<file path="src/rtl/pipe_ctrl_unit_if.sv">
// ---------------------------------------------------------------------------
// pipe_ctrl_unit_if
// Bundles the instruction/control signals exchanged between the pipeline
// controller and the surrounding datapath.
//   master : datapath side; drives inst/eq/hold, receives the control outputs
//   slave  : controller side; receives inst/eq/hold, drives the control outputs
// Signals:
//   inst, eq, hold                          ID instruction, rs==rt, freeze
//   EX_alusrc, EX_regdst, EX_aluop          ID/EX stage controls
//   M_mem_read, M_mem_write                 EX/MEM stage controls
//   WB_reg_write, WB_mem_to_reg             MEM/WB stage controls
//   pc_write, ifid_write, flush, jump,
//   branch_taken, stall                     combinational pipeline steering
// ---------------------------------------------------------------------------
interface pipe_ctrl_unit_if #(
   parameter int ALUOP_W = 3
);
   logic [31:0]        inst;
   logic               eq;
   logic               hold;
   logic               EX_alusrc;
   logic               EX_regdst;
   logic [ALUOP_W-1:0] EX_aluop;
   logic               M_mem_read;
   logic               M_mem_write;
   logic               WB_reg_write;
   logic               WB_mem_to_reg;
   logic               pc_write;
   logic               ifid_write;
   logic               flush;
   logic               jump;
   logic               branch_taken;
   logic               stall;

   modport master (
      output inst, eq, hold,
      input  EX_alusrc, EX_regdst, EX_aluop, M_mem_read, M_mem_write,
             WB_reg_write, WB_mem_to_reg, pc_write, ifid_write, flush,
             jump, branch_taken, stall
   );

   modport slave (
      input  inst, eq, hold,
      output EX_alusrc, EX_regdst, EX_aluop, M_mem_read, M_mem_write,
             WB_reg_write, WB_mem_to_reg, pc_write, ifid_write, flush,
             jump, branch_taken, stall
   );
endinterface

</file>
<file path="src/rtl/pipe_ctrl_unit.sv">
// ---------------------------------------------------------------------------
// pipe_ctrl_unit
// Pipelined MIPS control unit: decodes the ID-stage instruction, carries its
// controls through ID/EX, EX/MEM and MEM/WB, inserts LOAD_STALL bubbles on a
// load-use hazard, resolves beq/bne/j in ID (flushing IF/ID when taken) and
// freezes everything while hold is high.
// Ports:
//   clk  - rising-edge clock
//   rst  - synchronous active-high reset
//   bus  - pipe_ctrl_unit_if.slave (inst/eq/hold in, stage controls and
//          steering signals out)
// Parameters:
//   LOAD_STALL - bubbles per load-use hazard (1..3)
//   ALUOP_W    - ALU op width; R-type aluop = inst[ALUOP_W-1:0]
// ---------------------------------------------------------------------------
module pipe_ctrl_unit #(
   parameter int LOAD_STALL = 1,
   parameter int ALUOP_W    = 3
) (
   input  logic            clk,
   input  logic            rst,
   pipe_ctrl_unit_if.slave bus
);
   localparam logic [5:0] OP_RTYPE = 6'b000000;
   localparam logic [5:0] OP_LW    = 6'b100011;
   localparam logic [5:0] OP_SW    = 6'b101011;
   localparam logic [5:0] OP_ADDI  = 6'b001000;
   localparam logic [5:0] OP_BEQ   = 6'b000100;
   localparam logic [5:0] OP_BNE   = 6'b000101;
   localparam logic [5:0] OP_J     = 6'b000010;

   localparam logic [ALUOP_W-1:0] ALU_ADD = ALUOP_W'(3'b010);
   // Hazard cycle itself is the first bubble, so STALL covers LOAD_STALL-1.
   localparam logic [1:0] STALL_INIT = 2'(LOAD_STALL - 2);

   typedef enum logic {ST_RUN, ST_STALL} state_t;

   state_t             r_state;
   logic [1:0]         r_cnt;

   // ID/EX
   logic               r_ex_alusrc;
   logic               r_ex_regdst;
   logic [ALUOP_W-1:0] r_ex_aluop;
   logic               r_ex_mem_read;
   logic               r_ex_mem_write;
   logic               r_ex_reg_write;
   logic               r_ex_mem_to_reg;
   logic [4:0]         r_ex_rt;
   // EX/MEM
   logic               r_m_mem_read;
   logic               r_m_mem_write;
   logic               r_m_reg_write;
   logic               r_m_mem_to_reg;
   // MEM/WB
   logic               r_wb_reg_write;
   logic               r_wb_mem_to_reg;

   logic [5:0]         w_op;
   logic [4:0]         w_rs;
   logic [4:0]         w_rt;

   logic               w_dec_alusrc;
   logic               w_dec_regdst;
   logic [ALUOP_W-1:0] w_dec_aluop;
   logic               w_dec_mem_read;
   logic               w_dec_mem_write;
   logic               w_dec_reg_write;
   logic               w_dec_mem_to_reg;
   logic               w_use_rs;
   logic               w_use_rt;
   logic               w_is_beq;
   logic               w_is_bne;
   logic               w_is_j;

   logic               w_hazard;
   logic               w_taken;
   logic               w_stall;
   logic               w_pc_write;
   logic               w_ifid_write;
   logic               w_flush;
   logic               w_jump;
   logic               w_branch_taken;

   assign w_op = bus.inst[31:26];
   assign w_rs = bus.inst[25:21];
   assign w_rt = bus.inst[20:16];

   // Instruction decode, including which source registers are actually read.
   always_comb begin
      w_dec_alusrc     = 1'b0;
      w_dec_regdst     = 1'b0;
      w_dec_aluop      = '0;
      w_dec_mem_read   = 1'b0;
      w_dec_mem_write  = 1'b0;
      w_dec_reg_write  = 1'b0;
      w_dec_mem_to_reg = 1'b0;
      w_use_rs         = 1'b0;
      w_use_rt         = 1'b0;
      w_is_beq         = 1'b0;
      w_is_bne         = 1'b0;
      w_is_j           = 1'b0;
      case (w_op)
         OP_RTYPE: begin
            // An all-zero word is the canonical nop and drives nothing.
            if (bus.inst != 32'd0) begin
               w_dec_regdst    = 1'b1;
               w_dec_reg_write = 1'b1;
               w_dec_aluop     = bus.inst[ALUOP_W-1:0];
               w_use_rs        = 1'b1;
               w_use_rt        = 1'b1;
            end
         end
         OP_LW: begin
            w_dec_alusrc     = 1'b1;
            w_dec_aluop      = ALU_ADD;
            w_dec_mem_read   = 1'b1;
            w_dec_reg_write  = 1'b1;
            w_dec_mem_to_reg = 1'b1;
            w_use_rs         = 1'b1;
         end
         OP_SW: begin
            w_dec_alusrc    = 1'b1;
            w_dec_aluop     = ALU_ADD;
            w_dec_mem_write = 1'b1;
            w_use_rs        = 1'b1;
            w_use_rt        = 1'b1;
         end
         OP_ADDI: begin
            w_dec_alusrc    = 1'b1;
            w_dec_aluop     = ALU_ADD;
            w_dec_reg_write = 1'b1;
            w_use_rs        = 1'b1;
         end
         OP_BEQ: begin
            w_is_beq = 1'b1;
            w_use_rs = 1'b1;
            w_use_rt = 1'b1;
         end
         OP_BNE: begin
            w_is_bne = 1'b1;
            w_use_rs = 1'b1;
            w_use_rt = 1'b1;
         end
         OP_J: begin
            w_is_j = 1'b1;
         end
         default: ;
      endcase
   end

   // $0 never carries a real dependency, so a load into $0 cannot hazard.
   assign w_hazard = r_ex_mem_read && (r_ex_rt != 5'd0) &&
                     ((w_use_rs && (r_ex_rt == w_rs)) ||
                      (w_use_rt && (r_ex_rt == w_rt)));

   assign w_taken = (w_is_beq && bus.eq) || (w_is_bne && !bus.eq) || w_is_j;

   // Pipeline steering. hold silences everything; a bubble cycle blocks
   // fetch and suppresses any branch/jump still waiting in ID.
   always_comb begin
      w_stall        = 1'b0;
      w_pc_write     = 1'b0;
      w_ifid_write   = 1'b0;
      w_flush        = 1'b0;
      w_jump         = 1'b0;
      w_branch_taken = 1'b0;
      if (!bus.hold) begin
         if ((r_state == ST_STALL) || w_hazard) begin
            w_stall = 1'b1;
         end else begin
            w_pc_write     = 1'b1;
            w_ifid_write   = 1'b1;
            w_flush        = w_taken;
            w_branch_taken = w_taken;
            w_jump         = w_is_j;
         end
      end
   end

   always_ff @(posedge clk) begin
      if (rst) begin
         r_state         <= ST_RUN;
         r_cnt           <= 2'd0;
         r_ex_alusrc     <= 1'b0;
         r_ex_regdst     <= 1'b0;
         r_ex_aluop      <= '0;
         r_ex_mem_read   <= 1'b0;
         r_ex_mem_write  <= 1'b0;
         r_ex_reg_write  <= 1'b0;
         r_ex_mem_to_reg <= 1'b0;
         r_ex_rt         <= 5'd0;
         r_m_mem_read    <= 1'b0;
         r_m_mem_write   <= 1'b0;
         r_m_reg_write   <= 1'b0;
         r_m_mem_to_reg  <= 1'b0;
         r_wb_reg_write  <= 1'b0;
         r_wb_mem_to_reg <= 1'b0;
      end else if (!bus.hold) begin
         r_m_mem_read    <= r_ex_mem_read;
         r_m_mem_write   <= r_ex_mem_write;
         r_m_reg_write   <= r_ex_reg_write;
         r_m_mem_to_reg  <= r_ex_mem_to_reg;
         r_wb_reg_write  <= r_m_reg_write;
         r_wb_mem_to_reg <= r_m_mem_to_reg;

         if (w_stall) begin
            r_ex_alusrc     <= 1'b0;
            r_ex_regdst     <= 1'b0;
            r_ex_aluop      <= '0;
            r_ex_mem_read   <= 1'b0;
            r_ex_mem_write  <= 1'b0;
            r_ex_reg_write  <= 1'b0;
            r_ex_mem_to_reg <= 1'b0;
            r_ex_rt         <= 5'd0;
         end else begin
            r_ex_alusrc     <= w_dec_alusrc;
            r_ex_regdst     <= w_dec_regdst;
            r_ex_aluop      <= w_dec_aluop;
            r_ex_mem_read   <= w_dec_mem_read;
            r_ex_mem_write  <= w_dec_mem_write;
            r_ex_reg_write  <= w_dec_reg_write;
            r_ex_mem_to_reg <= w_dec_mem_to_reg;
            r_ex_rt         <= w_rt;
         end

         case (r_state)
            ST_RUN: begin
               if (w_hazard && (LOAD_STALL > 1)) begin
                  r_state <= ST_STALL;
                  r_cnt   <= STALL_INIT;
               end
            end
            ST_STALL: begin
               if (r_cnt == 2'd0) begin
                  r_state <= ST_RUN;
               end else begin
                  r_cnt <= r_cnt - 2'd1;
               end
            end
            default: r_state <= ST_RUN;
         endcase
      end
   end

   assign bus.EX_alusrc     = r_ex_alusrc;
   assign bus.EX_regdst     = r_ex_regdst;
   assign bus.EX_aluop      = r_ex_aluop;
   assign bus.M_mem_read    = r_m_mem_read;
   assign bus.M_mem_write   = r_m_mem_write;
   assign bus.WB_reg_write  = r_wb_reg_write;
   assign bus.WB_mem_to_reg = r_wb_mem_to_reg;
   assign bus.pc_write      = w_pc_write;
   assign bus.ifid_write    = w_ifid_write;
   assign bus.flush         = w_flush;
   assign bus.jump          = w_jump;
   assign bus.branch_taken  = w_branch_taken;
   assign bus.stall         = w_stall;
endmodule

</file>
<file path="src/flat_wrapper.sv">
// flat-port wrapper written by rule: the top's interface ports become plain ports
module pipe_ctrl_unit_flat 
#(
   parameter int LOAD_STALL = 1,
   parameter int ALUOP_W    = 3
)
  (clk, rst, bus_inst, bus_eq, bus_hold, bus_EX_alusrc, bus_EX_regdst, bus_EX_aluop, bus_M_mem_read, bus_M_mem_write, bus_WB_reg_write, bus_WB_mem_to_reg, bus_pc_write, bus_ifid_write, bus_flush, bus_jump, bus_branch_taken, bus_stall);
  pipe_ctrl_unit_if #(.ALUOP_W(ALUOP_W)) bus_i ();
  input  logic clk;
  input  logic rst;
  input wire logic [$bits(bus_i.inst)-1:0] bus_inst;
  input wire logic [$bits(bus_i.eq)-1:0] bus_eq;
  input wire logic [$bits(bus_i.hold)-1:0] bus_hold;
  output wire logic [$bits(bus_i.EX_alusrc)-1:0] bus_EX_alusrc;
  output wire logic [$bits(bus_i.EX_regdst)-1:0] bus_EX_regdst;
  output wire logic [$bits(bus_i.EX_aluop)-1:0] bus_EX_aluop;
  output wire logic [$bits(bus_i.M_mem_read)-1:0] bus_M_mem_read;
  output wire logic [$bits(bus_i.M_mem_write)-1:0] bus_M_mem_write;
  output wire logic [$bits(bus_i.WB_reg_write)-1:0] bus_WB_reg_write;
  output wire logic [$bits(bus_i.WB_mem_to_reg)-1:0] bus_WB_mem_to_reg;
  output wire logic [$bits(bus_i.pc_write)-1:0] bus_pc_write;
  output wire logic [$bits(bus_i.ifid_write)-1:0] bus_ifid_write;
  output wire logic [$bits(bus_i.flush)-1:0] bus_flush;
  output wire logic [$bits(bus_i.jump)-1:0] bus_jump;
  output wire logic [$bits(bus_i.branch_taken)-1:0] bus_branch_taken;
  output wire logic [$bits(bus_i.stall)-1:0] bus_stall;
  assign bus_i.inst = bus_inst;
  assign bus_i.eq = bus_eq;
  assign bus_i.hold = bus_hold;
  assign bus_EX_alusrc = bus_i.EX_alusrc;
  assign bus_EX_regdst = bus_i.EX_regdst;
  assign bus_EX_aluop = bus_i.EX_aluop;
  assign bus_M_mem_read = bus_i.M_mem_read;
  assign bus_M_mem_write = bus_i.M_mem_write;
  assign bus_WB_reg_write = bus_i.WB_reg_write;
  assign bus_WB_mem_to_reg = bus_i.WB_mem_to_reg;
  assign bus_pc_write = bus_i.pc_write;
  assign bus_ifid_write = bus_i.ifid_write;
  assign bus_flush = bus_i.flush;
  assign bus_jump = bus_i.jump;
  assign bus_branch_taken = bus_i.branch_taken;
  assign bus_stall = bus_i.stall;
  pipe_ctrl_unit #(.LOAD_STALL(LOAD_STALL), .ALUOP_W(ALUOP_W)) u_core (.clk(clk), .rst(rst), .bus(bus_i));
endmodule
</file>
<file path="config.mk">
export PLATFORM = sky130hd
export DESIGN_NAME = pipe_ctrl_unit_flat
export DESIGN_NICKNAME = d
export VERILOG_FILES = /design/src/rtl/pipe_ctrl_unit_if.sv /design/src/rtl/pipe_ctrl_unit.sv /design/src/flat_wrapper.sv
export SDC_FILE = /design/constraint.sdc
export NUM_CORES = 1
export LEC_CHECK = 0
export ABC_AREA = 1
export BUFFER_PORTS_ARGS = -buffer_cell sky130_fd_sc_hd__buf_4
export CAP_MARGIN = 0
export CORE_AREA = 2 2 48 61
export CTS_CLUSTER_SIZE = 24
export DETAILED_ROUTE_END_ITERATION = 6
export DIE_AREA = 0 0 50 63
export HOLD_SLACK_MARGIN = 0.08
export PLACE_DENSITY_LB_ADDON = 0.08
export SYNTH_ARGS = -nofsm -noshare
export SYNTH_HDL_FRONTEND = slang
export SYNTH_SLANG_ARGS = --single-unit
</file>
<file path="constraint.sdc">
create_clock -name clk -period 4.8 [get_ports clk]
set_input_delay 0.96 -clock clk [delete_from_list [all_inputs] [get_ports clk]]
set_output_delay 0.96 -clock clk [all_outputs]
set_load 0.02 [all_outputs]
</file>
=== After elaboration in Yosys (flattened, before gate mapping) ===
Index checks and enable logic that the tools add are counted.

* Logic and storage cells: 75
* Bits in registers: 21
* Input port bits: 36

* Eq/ne operators: 8
* Reductions and logical operators: 20
* Mux-type cells: 30
* Add/subtract/negate cells: 1
* Bitwise gates (word level): 2

{| class="wikitable"
|+ Operators by type and width
! operator !! number
|-
| nonzero test 32 bit || 1
|-
| 2-to-1 mux 1 bit || 23
|-
| == test 6 x 3 -> 1 bit, second input constant || 2
|-
| == test 6 bit, second input constant || 2
|-
| == test 5 bit || 2
|-
| == test 6 x 2 -> 1 bit, second input constant || 1
|-
| == test 6 x 4 -> 1 bit, second input constant || 1
|-
| logical AND 1 bit || 6
|-
| zero test 6 bit || 1
|-
| 2-to-1 mux 3 bit || 2
|-
| one-hot mux 1 bit (2 select lines) || 3
|-
| one-hot mux 3 bit (2 select lines) || 1
|-
| OR reduction 3 bit || 2
|-
| 2-to-1 mux 5 bit || 1
|-
| nonzero test 5 bit || 1
|-
| OR reduction 5 bit || 1
|-
| logical OR 1 bit || 4
|-
| AND reduction 3 bit || 1
|-
| zero test 2 bit || 1
|-
| NOT 1 bit || 2
|-
| OR reduction 2 bit || 1
|-
| subtractor 2 x 1 -> 2 bit, second input constant || 1
|-
| zero test 1 bit || 1
|}

=== Longest topological paths before layout ===
Gate-level depths: netlist of the first run.

* Depth in word-level cells: 10
* Depth in mapped cells: 13
* Depth with buffers taken out: 12

=== Least setup slack after synthesis of the first run ===
No wires, ideal clock.

* Path type: input -> output
* From: input port bus_inst[30]
* To: output port bus_flush
* Stages: 12
* Setup slack: 1.228 ns
* Data required time: 3.840 ns
* Path buffers: 1
* Arrival: 2.612 ns
* Path through: nor2_2 -> nand2_2 -> nor2_1 -> nand2_1 -> o21ai_2 -> nand3_2 -> nand2_2 -> nand2_1 -> nor2_2 -> inv_2 -> nor2_1 -> buf_4

* Longest elaborated chain between the ends: 9
* Elaborated cells between the ends (all ways): 27

{| class="wikitable"
|+ RTL lines
! what !! line !! text
|-
| from (decl) || flat_wrapper.sv:11 || <nowiki>input wire logic [$bits(bus_i.inst)-1:0] bus_inst;</nowiki>
|-
| nonzero test 32 bit (tied with other cells) || pipe_ctrl_unit.sv:106 || <nowiki>if (bus.inst != 32'd0) begin</nowiki>
|-
| 2-to-1 mux 1 bit (tied with other cells) || pipe_ctrl_unit.sv:106 ||
|-
| one-hot mux 1 bit (2 select lines) || pipe_ctrl_unit.sv:103 || <nowiki>case (w_op)</nowiki>
|-
| logical AND 1 bit (on tied branches) || pipe_ctrl_unit.sv:154, pipe_ctrl_unit.sv:155 ||
|-
| logical OR 1 bit || pipe_ctrl_unit.sv:154 || <nowiki>((w_use_rs && (r_ex_rt == w_rs)) ||</nowiki>
|-
| logical AND 1 bit || pipe_ctrl_unit.sv:153 || <nowiki>assign w_hazard = r_ex_mem_read && (r_ex_rt != 5'd0) &&</nowiki>
|-
| logical OR 1 bit || pipe_ctrl_unit.sv:169 || <nowiki>if ((r_state == ST_STALL) || w_hazard) begin</nowiki>
|-
| 2-to-1 mux 1 bit (*) (2 in series) || - ||
|-
| to (decl) || flat_wrapper.sv:23 || <nowiki>output wire logic [$bits(bus_i.flush)-1:0] bus_flush;</nowiki>
|}

Every way passes the cells marked *; elsewhere a longest branch is shown, timed or not.

=== Final worst setup path of the first run ===
* From: input port bus_inst[30]
* To: output port bus_branch_taken

* Longest elaborated chain between the ends: 9
* Elaborated cells between the ends (all ways): 27

{| class="wikitable"
|+ RTL lines
! what !! line !! text
|-
| nonzero test 32 bit (tied with other cells) || pipe_ctrl_unit.sv:106 ||
|-
| 2-to-1 mux 1 bit (tied with other cells) || pipe_ctrl_unit.sv:106 ||
|-
| one-hot mux 1 bit (2 select lines) || pipe_ctrl_unit.sv:103 ||
|-
| logical AND 1 bit (on tied branches) || pipe_ctrl_unit.sv:154, pipe_ctrl_unit.sv:155 ||
|-
| logical OR 1 bit || pipe_ctrl_unit.sv:154 ||
|-
| logical AND 1 bit || pipe_ctrl_unit.sv:153 ||
|-
| logical OR 1 bit || pipe_ctrl_unit.sv:169 ||
|-
| 2-to-1 mux 1 bit (*) || pipe_ctrl_unit.sv:169 ||
|-
| 2-to-1 mux 1 bit (*) || pipe_ctrl_unit.sv:168 || <nowiki>if (!bus.hold) begin</nowiki>
|-
| to (decl) || flat_wrapper.sv:25 || <nowiki>output wire logic [$bits(bus_i.branch_taken)-1:0] bus_branch_taken;</nowiki>
|}

Marks and branches as above.

==> metrics.md, run 1 <==
| Metric | Value |
|---|---|
| Status | completed |
| Placed Cells | approximately 270 |
| Compound-Gate Fraction of Synth Area | 10.5% |
| Largest family of logic cells by synthesized area | simple AND/OR/NAND/NOR gates |
| Share of the synthesized area in the top cell type | between 30% and 40% |
| Min Clock Period, post-route | 3.57 ns |
| Critical-path maximum fanout | 14 |
| Post-Synthesis Cells | just under 200 |
| R2R Path End | u_core.bus.EX_aluop[0]$_SDFFE_PP0N_ |
| Setup TNS | 0 ns |
| EDFF count, synth | 0 |
| H-tree level count | 1 |
| Worst-skew pair later-pin latency | 0.30 ns |
| Placer Congestion | between 0.8 and 0.9 |
| Die Span X | 50 µm |
| CTS Buffer Depth | 2 |
| Number of iterations in the first detailed-routing pass | 4 |
| Num CTS Buffers | 3 |
| Worst EP required | about 3.8 ns |
| I/O Buffers | 50 |
| Cts hold-fix bufs | 0 |
| Post-Synth Adder-Cell Area | less than 1% |
| Slew Limit Fails | 0 |
| Top-Level Pins | 51 |
| Final setup viols | 0 |
| Worst R2R Setup Slack | 3.28 ns |
| Critical path arrival | 2.61 ns |
| Starting density of the core | 48.8% |
| Post-synth top cells | nand2_1, nor2_1, dfxtp_1, inv_1, a21oi_1 |
| DR DRC count | 0 |
| Worst r2r path cells | 8 |
| Placed Area | 1640 µm² |
| Element type at the critical path start | primary input |
| Antenna Nets Post-Route | 0 |
| Die H | 63 µm |
| Iteration-0 DRC count of the detailed router | 51 |
| Site Rows | 21 |
| Clock skew | approximately 0.0006 ns |
| Core Util, Final | between 60% and 70% |
| Vias in the first global route | 1251 |
| Xor and xnor fraction of the mapped netlist area | 6.90% |
| Design Area, Final | between 1500 and 2000 µm² |
| GRT Residual Overflow | 0 |
| Vias per inst | 4.90 |
| RSZ-0062 raised after global routing | false |
| Worst Hold Depth | 2 |
| Final period utilization | about three quarters |
| Routed wl met3 | between 150 and 200 µm |
| Slew headroom | around 66% |
| First-pass GRT wire length | 5.12 mm |
| Setup WS post-layout | between 1 and 1.5 ns |
| Count of final hold-check violations | 0 |
| Sequential-to-total area share from yosys stat | approximately 33% |
| Simple-Gate Fraction of Synth Area | roughly 38% |
| WS Path Type | in2out |
| Via count | 1356 |
| Met1 Wirelength | 1.28 mm |
| Ys async rst share | 0% |
| Top Layer Used | met4 |
| Routed length on met2 | around 1.5 mm |
| Layout cells sized above 1 | about 26% |
| Clk slew on worst S/H paths | approximately 0.12 ns |
| Max FFs per register | 5 |
| Top area cells in the synthesized netlist | dfxtp_1, nand2_1, nor2_1 |
| Core area | ~2600 µm² |
| CTS tree | done |
| Post-synthesis mux area share | 0% |
| Synth Cell Area | roughly 1300 µm² |
| PD cells | around 200 nW/µm² |
| Initial antenna violation count | 0 |
| Leak Pwr | 0.786 nW |
| Crit. End Element | output pin |
| # nets final | about 280 |
| Post-CTS sizing | 0 |
| Top-count cell post-synth | nand2_1 |
| Syn Area/Cell | 6.41 µm² |
| Max Clk Rate | 280 MHz |
| Reg-to-Reg Start | u_core.r_ex_rt[3]$_SDFFE_PP0N_ |
| N_diodes | 0 |
| Hold Crit Class | reg2reg |
| Biggest register | u_core.r_ex_rt |
| Hold worst-path end | u_core.r_m_reg_write$_SDFFE_PP0N_ |
| Root Buffer | clkbuf_4 |
| Setup Buffers After CTS | 0 |
| Distinct cells, synth | 24 |
| Maxcap violations | 0 |
| Die ar. | around 3200 µm² |
| Slew @ Worst Pin | just over 0.5 ns |
| Global router's overall resource usage | 20.0% |
| Synth area leader | dfxtp_1 |
| Layout area overhead | 31.0% |
| CTS sink count | 21 |
| Top FF cell, synth | dfxtp_1 |
| Wirelength per Cell | about 11 µm |
| Routed WL | just under 3 mm |
| Worst Hold Launch | u_core.r_ex_reg_write$_SDFFE_PP0N_ |
| IR drop worst, VDD | between 0.0001 and 0.00015 V |
| Syn_nets | around 240 |
| Fin cells | roughly 280 |
| Pre-CTS WS | 1.23 ns |
| Largest net degree at the start of global routing | 23 |
| Syn. warnings | 0 |
| Yosys reg bits | 21 |
| HPWL after detailed placement | approximately 2.4 mm |
-- cells in the final DEF (no fill, tap or decap), drive strengths merged --
master	n
buf	50
nand2	43
nor2	41
inv	22
dfxtp	21
a21oi	19
nand4	14
nand3	10
xnor2	6
xor2	4
o21ai	4
clkbuf	3
a211oi	2
clkinv	2
nor3	1
ha	1
-- report_power, final --
group | switching [mW] | leakage, nW | internal, mW | total, mW
combinational | 0.0322 | 0.598 | 0.0331 | 0.0653
clock | 0.0546 | 0.0177 | 0.0311 | 0.0856
sequential | 0.00335 | 0.170 | 0.177 | 0.181
-- stage by stage --
| step | power, mW | hold slack (ns) |
|---|---|---|
| after floorplan | 0.217 | 0.440 |
| after detailed placement | 0.250 | 0.451 |
| after global routing | 0.350 | 0.484 |
| final | 0.332 | 0.469 |
| after CTS | 0.334 | 0.469 |
| after global placement | 0.248 | 0.446 |
-- routing by layer --
metal	GRT usage (%)	vias up
met2	34.9	37
met1	24.0	596
met3	3.35	2
li1	-	721
met4	7.29	0
met5	0	-
-- worst max-delay path: stages --
cell and delay, ns:
buf_4 0.12, nor2_2 0.18, nand2_2 0.07, nor2_1 0.11, nand2_1 0.07, o21ai_2 0.18, nand3_2 0.09, nand2_2 0.21
nand2_1 0.12, nor2_2 0.16, inv_2 0.05, nor2_1 0.12, buf_4 0.16
-- how the worst max path moves through the flow --
stage	start	slack, ns	to
CTS	bus_inst[30]	1.21	bus_branch_taken
finish	bus_inst[30]	1.23	bus_branch_taken
global route	bus_inst[26]	1.02	bus_flush
floorplan	bus_inst[30]	1.23	bus_flush
detailed placement	bus_inst[26]	1.23	bus_branch_taken
global placement	bus_inst[26]	1.30	bus_branch_taken
-- cells by family (layout without fill, tap and decap cells) --
kind of cell | Yosys count | in the layout
AOI/OAI and AO/OA | 25 | 25
xor gates and xnor gates | 10 | 10
adders and majority gates | 1 | 1
buffers and inverters | 32 | 77
DFF | 21 | 21
and+or+nand+nor | 109 | 109
-- cell type report --
| cell class | count | area (µm²) |
|---|---|---|
| clock buffer | 3 | 22.5 |
| clock inverter | 1 | 5.00 |
| fill | 235 | 937 |
| inverter | 23 | 86.3 |
| multi-input combinational | 145 | 712 |
| sequential | 21 | 420 |
| tap | 34 | 42.5 |
| timing repair buffer | 50 | 375 |
No activity file was read; power rests on OpenSTA's default activity.
==> run 2: changes to the inputs <==
--- a/config.mk
+++ b/config.mk
@@ -8,10 +8,10 @@
 export ABC_AREA = 1
 export BUFFER_PORTS_ARGS = -buffer_cell sky130_fd_sc_hd__buf_4
 export CAP_MARGIN = 0
-export CORE_AREA = 2 2 48 61
+export CORE_AREA = 2 2 52 66
 export CTS_CLUSTER_SIZE = 24
 export DETAILED_ROUTE_END_ITERATION = 6
-export DIE_AREA = 0 0 50 63
+export DIE_AREA = 0 0 54 68
 export HOLD_SLACK_MARGIN = 0.08
 export PLACE_DENSITY_LB_ADDON = 0.08
 export SYNTH_ARGS = -nofsm -noshare
==> constraint.sdc (replaced) <==
create_clock -name clk -period 3.25 [get_ports clk]
set_input_delay 0.65 -clock clk [delete_from_list [all_inputs] [get_ports clk]]
set_output_delay 0.65 -clock clk [all_outputs]
set_load 0.02 [all_outputs]
==> run 2 against run 1 <==
  * Combinational power grew 47%
  * Worst hold slack lost 0.0052 ns
  * Via count grew 0.52%
  * Total power grew 62%
  * Critical path type unchanged
  * Critical endpoint is now bus_flush
  * Largest cell class unchanged
  * Largest power group unchanged
==> metrics.md, run 2 (synthesis gave the netlist of run 1 again) <==
| Metric | Value |
|---|---|
| CTS sink count | 21 (unchanged) |
| GRT Residual Overflow | 0 (unchanged) |
| Initial antenna violation count | 0 (unchanged) |
| Die ar. | 3670 µm² (+17%) |
| Worst EP required | 2.60 ns (-1.24 ns) |
| Starting density of the core | 40.9% (-8.0 points) |
| Clk slew on worst S/H paths | 0.08 ns (-0.04 ns) |
| Layout area overhead | 33.4% |
| Placed Area | 1650 µm² (+0.69%) |
| I/O Buffers | 50 (unchanged) |
| Most frequent cells in the layout | buf_4, nand2_1, nor2_1 |
| Post-CTS sizing | 0 (unchanged) |
| Met1 Wirelength | 1.39 mm (+8.6%) |
| Final period utilization | a little under nine tenths |
| Vias in the first global route | 1192 (-4.7%) |
| Power, Total | 0.536 mW (+62%) |
| Setup WS post-layout | 0.465 ns (-0.762 ns) |
| Iteration-0 DRC count of the detailed router | 22 (-57%) |
| H-tree level count | 1 (unchanged) |
| Via count | 1363 (+0.52%) |
| Core area | 3110 µm² (+19%) |
| Critical-path maximum fanout | 4 (-10) |
| Num CTS Buffers | 3 (unchanged) |
| Routed wl met3 | 131 µm (-18%) |
| CTS Buffer Depth | 2 (unchanged) |
| Cts hold-fix bufs | 0 (unchanged) |
| Max FFs per register | 5 (unchanged) |
| Min Clock Period, post-route | about 2.8 ns |
| Setup TNS | 0 ns (unchanged) |
| Routed length on met2 | 1.46 mm (-1.4%) |
| Setup Buffers After CTS | 0 (unchanged) |
| WS Path Type | in2out |
| Routed WL | 3.01 mm (+2.5%) |
| Leak Pwr | 0.798 nW (+1.5%) |
| # nets final | 282 (+0.36%) |
| Biggest register | u_core.r_ex_rt |
| Site Rows | 23 (+9.5%) |
| Pre-CTS WS | 0.461 ns (-0.772 ns) |
| IR drop worst, VDD | 0.000270 V (+140%) |
| Global router's overall resource usage | 17.4% (-2.6 points) |
| Layout cells sized above 1 | 26.2% (+0.30 points) |
| RSZ-0062 raised after global routing | false |
| Die Span X | 54 µm (+8.0%) |
| Root Buffer | clkbuf_8 |
| Worst-skew pair later-pin latency | 0.26 ns (-0.04 ns) |
| Fillers | 325 (+38%) |
| Core Util, Final | 54.5% (-9.5 points) |
| Number of iterations in the first detailed-routing pass | 4 (unchanged) |
| N_diodes | 0 (unchanged) |
| Clock skew | 0.00857 ns (+0.00799 ns) |
| Largest net degree at the start of global routing | 23 (unchanged) |
| DR DRC count | 0 (unchanged) |
| Wirelength per Cell | 10.7 µm (+0.99%) |
| Status | completed |
| Vias per inst | 4.85 (-0.91%) |
| Hold WS | 0.464 ns (-0.00516 ns) |
| Slew @ Worst Pin | 0.530 ns (+0.0242 ns) |
| Max Clk Rate | 359 MHz |
| Top-Level Pins | 51 (unchanged) |
| Design Area, Final | 1690 µm² (+1.8%) |
| Die H | 68 µm (+7.9%) |
| HPWL after detailed placement | 2.30 mm (-2.1%) |
| Antenna Nets Post-Route | 0 (unchanged) |
| Crit. End Element | output pin |
| Top Layer Used | met4 |
| Slew Limit Fails | 0 (unchanged) |
| Maxcap violations | 0 (unchanged) |
| Commonest non-fill, non-tap cell in the layout | buf_4 |
| Critical path arrival | 2.14 ns (-0.47 ns) |
| CTS tree | done |
| Hold Crit Class | reg2reg |
| Placer Congestion | 0.780 (-2.6%) |
| Slew headroom | 64.5% (-1.6 points) |
| Fin cells | 281 (+1.4%) |
| Placed Cells | 277 (+1.5%) |
| First-pass GRT wire length | 4.86 mm (-5.1%) |
| Element type at the critical path start | primary input |
| Final setup viols | 0 (unchanged) |
| Count of final hold-check violations | 0 (unchanged) |
| PD cells | 316 nW/µm² (+59%) |
run 2: changes by cell type in the layout (fill, tap and decap cells not counted), sizes merged:
| cell | previous run | this run |
|---|---|---|
| buf | 50 | 51 |
run 2: worst paths after layout:
check                                     start                             endpoint  slack (ns)  depth (start not counted)
min          u_core.r_ex_reg_write$_SDFFE_PP0N_    u_core.r_m_reg_write$_SDFFE_PP0N_        0.46                          2
max                                bus_inst[26]                            bus_flush        0.46                         13
min reg2reg  u_core.r_ex_reg_write$_SDFFE_PP0N_    u_core.r_m_reg_write$_SDFFE_PP0N_        0.46                          2
max reg2reg      u_core.r_ex_rt[3]$_SDFFE_PP0N_  u_core.bus.EX_aluop[0]$_SDFFE_PP0N_        1.70                          9
run 2: where the power goes:
group | internal, mW | switching, mW
registers | 0.261 | 0.00508
logic | 0.0489 | 0.0468
clock network | 0.0853 | 0.0881
total | 0.396 | 0.140
run 2: area by class of cell:
cell class                      instances  area [µm²]  share of cell area [%]
Sequential cell                        21         420                    24.8
Clock inverter                          1        5.00                   0.295
Clock buffer                            3        41.3                    2.44
Multi-Input combinational cell        145         712                    42.0
Tap cell                               37        46.3                    2.73
Timing Repair Buffer                   51         383                    22.6
Inverter                               23        86.3                    5.10
run 2: critical path, cell delays in order:
cell and delay [ns]:
buf_4 0.12, nor2_2 0.16, nand3_1 0.11, nor2_1 0.10, nand2_1 0.07, o21ai_2 0.17
nand3_2 0.09, nand2_2 0.07, nand2_1 0.07, nor2_2 0.19, inv_2 0.05, nor2_1 0.12
buf_4 0.16
run 2: per-layer routing:
metal	global-route usage [%]	up-vias
li1	-	723
met1	20.9	600
met2	30.9	38
met3	2.18	2
met4	6.25	0
met5	0	-
